===== src/rtl/ifu_prefetch.sv =====
`default_nettype none
// ============================================================================
//  Module      : ifu_prefetch
//  Description : Instruction-fetch unit with a prefetch queue, placed between
//                pc generation and instruction decode. Fetches sequentially
//                from RESET_PC over a valid/ready request channel, buffers the
//                in-order rom responses in a DEPTH-entry FIFO and presents
//                {pc, inst} to decode over valid/ready. A redirect flushes the
//                queue and discards any responses still in flight.
//  Ports       :
//    clk, rst          clock (rising edge), asynchronous active-high reset
//    mem_req_*         fetch request channel toward rom (valid/ready/addr)
//    mem_rsp_*         in-order response channel from rom (valid/data)
//    redirect_*        1-cycle branch/jump redirect pulse and target pc
//    inst_*            FIFO head toward decode (valid/ready/data/pc)
//    fifo_level_o      current FIFO occupancy
//  Revision    : 1.0  initial release
// ============================================================================
module ifu_prefetch #(
    parameter int                ADDR_W   = 32,
    parameter int                DATA_W   = 32,
    parameter int                DEPTH    = 4,
    parameter logic [ADDR_W-1:0] RESET_PC = '0,
    localparam int               CNT_W    = $clog2(DEPTH + 1)
) (
    input  logic              clk,
    input  logic              rst,
    output logic              mem_req_valid_o,
    input  logic              mem_req_ready_i,
    output logic [ADDR_W-1:0] mem_req_addr_o,
    input  logic              mem_rsp_valid_i,
    input  logic [DATA_W-1:0] mem_rsp_data_i,
    input  logic              redirect_valid_i,
    input  logic [ADDR_W-1:0] redirect_pc_i,
    output logic              inst_valid_o,
    input  logic              inst_ready_i,
    output logic [DATA_W-1:0] inst_data_o,
    output logic [ADDR_W-1:0] inst_pc_o,
    output logic [CNT_W-1:0]  fifo_level_o
);

    localparam int               PTR_W   = $clog2(DEPTH);
    localparam logic [CNT_W:0]   DEPTH_C = (CNT_W + 1)'(DEPTH);
    localparam logic [PTR_W-1:0] PTR_MAX = PTR_W'(DEPTH - 1);
    localparam logic [ADDR_W-1:0] PC_STEP = ADDR_W'(4);

    localparam logic [1:0] S_BOOT  = 2'd0;
    localparam logic [1:0] S_RUN   = 2'd1;
    localparam logic [1:0] S_FLUSH = 2'd2;

    logic [1:0]        state;
    logic [ADDR_W-1:0] fetch_pc;
    logic [ADDR_W-1:0] rsp_pc;
    logic [CNT_W-1:0]  outstanding;
    logic [CNT_W-1:0]  drop_cnt;
    logic [CNT_W-1:0]  level;
    logic [PTR_W-1:0]  wr_ptr;
    logic [PTR_W-1:0]  rd_ptr;

    logic [ADDR_W-1:0] fifo_pc   [DEPTH];
    logic [DATA_W-1:0] fifo_data [DEPTH];

    logic              req_valid;
    logic              req_fire;
    logic              rsp_accept;
    logic              rsp_drop;
    logic              redir;
    logic              push;
    logic              pop;
    logic [CNT_W:0]    credit_sum;
    logic [CNT_W-1:0]  outstanding_nxt;
    logic [CNT_W-1:0]  drop_cnt_nxt;
    logic [ADDR_W-1:0] redirect_base;

    function automatic logic [PTR_W-1:0] ptr_inc(input logic [PTR_W-1:0] p);
        return (p == PTR_MAX) ? '0 : p + PTR_W'(1);
    endfunction

    // Credits: FIFO entries plus requests in flight never exceed DEPTH, so
    // every response has a guaranteed slot and the FIFO cannot overflow.
    assign credit_sum = {1'b0, level} + {1'b0, outstanding};
    assign req_valid  = (state != S_BOOT) && (credit_sum < DEPTH_C);
    assign req_fire   = req_valid && mem_req_ready_i;

    // A response with nothing outstanding is a protocol error and is ignored.
    assign rsp_accept = mem_rsp_valid_i && (outstanding != '0);
    assign rsp_drop   = rsp_accept && (drop_cnt != '0);
    assign redir      = redirect_valid_i && (state != S_BOOT);
    // A good response arriving in the redirect cycle belongs to the old
    // stream and is discarded together with the FIFO contents.
    assign push       = rsp_accept && (drop_cnt == '0) && !redir;
    assign pop        = (level != '0) && inst_ready_i;

    assign outstanding_nxt = outstanding + CNT_W'(req_fire) - CNT_W'(rsp_accept);
    // Everything still in flight after the redirect cycle is stale.
    assign drop_cnt_nxt    = redir ? outstanding_nxt : (drop_cnt - CNT_W'(rsp_drop));
    assign redirect_base   = {redirect_pc_i[ADDR_W-1:2], 2'b00};

    always_ff @(posedge clk or posedge rst) begin
        if (rst) begin
            state       <= S_BOOT;
            fetch_pc    <= RESET_PC;
            rsp_pc      <= RESET_PC;
            outstanding <= '0;
            drop_cnt    <= '0;
            level       <= '0;
            wr_ptr      <= '0;
            rd_ptr      <= '0;
        end else begin
            outstanding <= outstanding_nxt;
            drop_cnt    <= drop_cnt_nxt;

            case (state)
                S_BOOT:  state <= S_RUN;
                S_RUN:   state <= (redir && (outstanding_nxt != '0)) ? S_FLUSH : S_RUN;
                S_FLUSH: state <= (drop_cnt_nxt == '0) ? S_RUN : S_FLUSH;
                default: state <= S_BOOT;
            endcase

            if (redir) begin
                fetch_pc <= redirect_base;
                rsp_pc   <= redirect_base;
                level    <= '0;
                wr_ptr   <= '0;
                rd_ptr   <= '0;
            end else begin
                if (req_fire) begin
                    fetch_pc <= fetch_pc + PC_STEP;
                end
                if (push) begin
                    rsp_pc <= rsp_pc + PC_STEP;
                    wr_ptr <= ptr_inc(wr_ptr);
                end
                if (pop) begin
                    rd_ptr <= ptr_inc(rd_ptr);
                end
                level <= level + CNT_W'(push) - CNT_W'(pop);
            end
        end
    end

    // Storage needs no reset: reads are masked whenever the FIFO is empty.
    always_ff @(posedge clk) begin
        if (push) begin
            fifo_pc[wr_ptr]   <= rsp_pc;
            fifo_data[wr_ptr] <= mem_rsp_data_i;
        end
    end

    assign mem_req_valid_o = req_valid;
    assign mem_req_addr_o  = fetch_pc;
    assign inst_valid_o    = (level != '0);
    assign inst_data_o     = inst_valid_o ? fifo_data[rd_ptr] : '0;
    assign inst_pc_o       = inst_valid_o ? fifo_pc[rd_ptr]   : '0;
    assign fifo_level_o    = level;

endmodule
`default_nettype wire

===== config.mk =====
export PLATFORM = sky130hd
export DESIGN_NAME = ifu_prefetch
export DESIGN_NICKNAME = d
export VERILOG_FILES = /design/src/rtl/ifu_prefetch.sv
export SDC_FILE = /design/constraint.sdc
export NUM_CORES = 1
export LEC_CHECK = 0
export CAP_MARGIN = 20
export CELL_PAD_IN_SITES_DETAIL_PLACEMENT = 0
export CELL_PAD_IN_SITES_GLOBAL_PLACEMENT = 1
export CORE_MARGIN = 4
export CORE_UTILIZATION = 30
export DETAILED_ROUTE_END_ITERATION = 16
export PLACE_DENSITY = 0.65
export SYNTH_ARGS = -nofsm -noshare
export SYNTH_HDL_FRONTEND = slang
export SYNTH_SLANG_ARGS = --single-unit

===== constraint.sdc =====
create_clock -name clk -period 4.4 [get_ports clk]
set_clock_uncertainty 0.05 [all_clocks]
set_input_delay 0.88 -clock clk [delete_from_list [all_inputs] [get_ports clk]]
set_output_delay 0.88 -clock clk [all_outputs]
set_load 0.1 [all_outputs]

Yosys cells after proc, flatten, opt, wreduce, memory -nomap -nowiden --
Memories as Yosys holds them, arrays and structs flattened. Index checks and enable logic that the tools add are counted. Widths: inputs -> output; s select.
Operators by class: $lt $le $gt $ge 1, $add $sub $neg 10, muxes and demuxes 19, equal/unequal tests 4, reduce and logical (&&, ||, !) cells 21
Operators with widths (number):
- $mux 32 | 6
- $add 32x3->32 const B | 2
- $mux 2 | 8
- $reduce_bool 3->1 | 4
- $logic_and 1x1->1 | 9
- $sub 3x1->3 | 3
- $reduce_bool 2->1 | 4
- $add 3x1->3 | 2
- $eq 2x2->1 const B | 3
- $logic_not 3->1 | 2
- $mux 3 | 2
- $pmux 2 s3 | 1
- $add 2x1->2 const B | 2
- $add 3x3->4 | 1
- $lt 4x3->1 const B | 1
- $eq 2x1->1 const B | 1
- $logic_not 2->1 | 1
- $mux 1 | 2
- $logic_not 1->1 | 1
Storage, ports and cells: flip-flop bits (word level) 79, input bits 70, output and inout bits 101, RAM bits 256, memories kept 2
Memory list:
- fifo_data | words 4, bits a word 32, rd ports 1, clocked after Yosys merged registers in 0, wr ports 1, line 61 | logic [DATA_W-1:0] fifo_data [DEPTH];
- fifo_pc | words 4, bits a word 32, rd ports 1, clocked after Yosys merged registers in 0, wr ports 1, line 60 | logic [ADDR_W-1:0] fifo_pc [DEPTH];

Depth between registers and ports, before layout --
depth after elaboration 10, gate-level depth with buffers 12, mapped depth without buffers 11

Least setup slack after synthesis --
Ideal clock, no wire load.
kind register -> output, start reg level[1] (netlist: fifo_level_o[1]), end out inst_pc_o[22], required time 3470 ps, stages on the path, launching flop included 5, slack 205 ps, data arrival time 3265 ps, cell sequence dfrtp_1 -> or3_1 -> clkbuf_1 -> clkbuf_1 -> and2_1
On the way: longest elaborated chain between the ends 2
RTL lines:
- from (decl) | line 56 | logic [CNT_W-1:0] level;
- from (signal assigned) | line 137 | level <= level + CNT_W'(push) - CNT_W'(pop);
- $reduce_bool 3->1 | line 152 | assign inst_valid_o = (level != '0);
- named net inst_valid_o | line 35 | output logic inst_valid_o,
- $mux 32 | line 154 | assign inst_pc_o = inst_valid_o ? fifo_pc[rd_ptr] : '0;
- to (decl) | line 38 | output logic [ADDR_W-1:0] inst_pc_o,
The timed path passes the listed nets, and every way through them passes these cells.

Worst setup path after layout --
start reg level[1] (netlist: fifo_level_o[1]), end out inst_valid_o
On the way: longest elaborated chain between the ends 1
RTL lines (line):
- $reduce_bool 3->1 | 152
- to (decl) | 35
Every way passes these cells.

==> metrics.md <==
| Metric | Value |
|---|---|
| CTS tree | yes |
| Worst setup SP type | flop |
| TritonCTS buffer count | 37 |
| WL per Instance | 19.6 um |
| Pins Over Slew Limit | 0 |
| Syn_area_per_cell | 15.8 um2 |
| Antenna Nets Post-Route | 0 |
| Synthesized cell area | 0.0136 mm2 |
| Max_slew headroom | 30.7% |
| Worst setup EP type | output pin |
| Setup TNS | 0 ps |
| Unique masters post-synth | 47 |
| DRT Pass-1 Iters | 4 |
| GRT Total Usage | 13.3% |
| GPL Wtd Cong | 0.738 |
| First-pass GRT wire length | 49.5 mm |
| Final WS setup | 668 ps |
| Worst-path maximum fanout | 23 |
| Die W | 221 um |
| Worst EP arrival | 2800 ps |
| Residual DRC | 0 |
| Commonest non-fill, non-tap cell in the layout | edfxtp_1 |
| Post-CTS Setup Bufs | 0 |
| Max-cap violations | 0 |
| # fillers | 4210 |
| Max Buffers Root-to-Sink | 3 |
| Post-Layout Cell Count | 1653 |
| Post-CTS Resized | 0 |
| Clock Sinks | 323 |
| Antenna violations before repair | 0 |
| Std-Cell Rows | 77 |
| Post-Place Cells | 1588 |
| Setup violations, final | 0 |
| Fmax | 268 MHz |
| Crit path required time | 3470 ps |
| IO Port Bufs | 164 |
| Io pins | 171 |
| H-tree level count | 2 |
| Most frequent cells in the layout | edfxtp_1, clkdlybuf4s50_1, buf_4 |
| Die height | 221 um |
| Layout Nets | 1122 |
| Largest net degree at the start of global routing | 63 |
| Vias per Instance | 4.80 |
| Vias | 7933 |
| Synth Instances | 856 |
| P&R area growth vs syn | 25.4% |
| CTS hold repair buffers | 0 |
| HPWL after detailed placement | 21.0 mm |
| Crit Path Class | reg -> out |
| Vias in the first global route | 8369 |
| Tightest Pin Transition | 1040 ps |
| Area of the multi-input gates | 0.00400 mm2 |
| Inserted Diodes | 0 |
| Starting Density | 30.5% |
| Status | finished clean |
| Share of cells above drive strength 1 | 20.1% |
| Worst hold-check path type | reg -> reg |
| DP Worst Slack | 664 ps |
| Proportion of synthesized chip area in sequential cells | 68.7% |
| FF+latch count, synth | 323 |
| Clk pin slew, worst setup/hold paths | 60 ps |
| Worst skew pair latency | 520 ps |
| GRT overflow | 0 |
| Die area | 0.0487 mm2 |
| Yosys warns | 0 |
| Tcrit/Tclk final | 84.8% |
| Drt first-iter violations | 417 |
| Core area | 0.0444 mm2 |
| Reg area | 0.00933 mm2 |
| Shortest clock period the worst path allows after layout | 3730 ps |
| Clock Root Buffer | clkbuf_16 |
| Hold Violations, Final | 0 |
| RSZ-0062 raised after global routing | false |
| Routed Wire Length | 32.5 mm |
-- registers in the layout, indices dropped and copies added (netlist names) --
register,cells
drop_cnt,3
state,2
fifo_data,128
fifo_level_o,3
mem_req_addr_o,30
wr_ptr,2
rsp_pc,30
outstanding,3
fifo_pc,120
rd_ptr,2
-- cell families after synthesis --
group | count (synthesis) | share of synthesized area [%]
other | 1 | 0.0276
buffers and inverters | 65 | 2.02
and+or+nand+nor | 252 | 10.6
AOI/OAI and AO/OA | 91 | 3.76
muxes | 64 | 10.4
DFF | 323 | 68.7
xor gates and xnor gates | 43 | 2.78
adders and majority gates | 17 | 1.68
-- Yosys cell counts, drive strengths merged --
cell type  count  area, um2
xnor2         21        184
and3          10       63.8
nor2b          1       6.26
ha            15        188
dfrtp         75       1880
o211ai         1       7.51
nor2          49        184
xor2          22        193
fa             2       40.0
o21ai         17       85.1
o31a           1       8.76
edfxtp       248       7450
nand2         27        101
mux4          62       1400
or3           21        131
conb           1       3.75
nand4         18        128
o31ai          5       37.5
nor3          11       66.3
nor4           8       62.6
and2          69        432
clkbuf        29        109
or4            4       30.0
o2bb2ai        1       8.76
a22oi          1       7.51
a311oi         2       17.5
and4           6       55.1
or2            2       15.0
mux2i          2       20.0
nand2b         2       12.5
a21oi         45        225
nand3         21        115
buf           14       82.6
nor4b          1       8.76
inv           22       82.6
or4b           2       20.0
a31oi         18        113
-- metrics by stage --
stage	utilization [%]	hold WS, ps	area [um2]
2_1_floorplan	-	423	13600
3_3_place_gp	35.6	459	15800
3_5_place_dp	35.6	448	15800
4_1_cts	38.3	461	17000
5_1_grt	38.3	496	17000
6_report	38.3	461	17000
-- final timing paths --
path                                 start            endpoint  slack [ps]  cells after the start
hold / removal                    state[0]            state[0]         460                      1
max in group asynchronous              rst          rsp_pc[10]        2790                      3
hold reg to reg                   state[0]            state[0]         460                      1
min in group asynchronous              rst  mem_req_addr_o[29]         610                      2
setup / recovery           fifo_level_o[1]        inst_valid_o         670                      2
setup reg to reg           fifo_level_o[2]            state[0]        1130                     11
-- metal layers --
layer  up-vias  GRT usage [%]  part of all wire (%)
li1       3636              -                     -
met1      4060           18.6                    46
met2       192           21.1                    46
met3        45           3.09                   5.6
met4         0           3.45                   1.9
met5         -              0                     0
-- critical path: stages, from the launching register on --
cell and delay [ps]:
dfrtp_1 430, or3_2 750, clkdlybuf4s50_1 1070
-- layout make-up --
type	count	share of cell area, %
Clock buffer	47	5.97
Clock inverter	18	0.986
Timing Repair Buffer	180	9.80
Inverter	22	0.486
Tap cell	592	4.36
Multi-Input combinational cell	471	23.5
Sequential cell	323	54.9
Power is not shown: default switching activity piles up to over one toggle a cycle in this logic, so the estimate is an artifact.
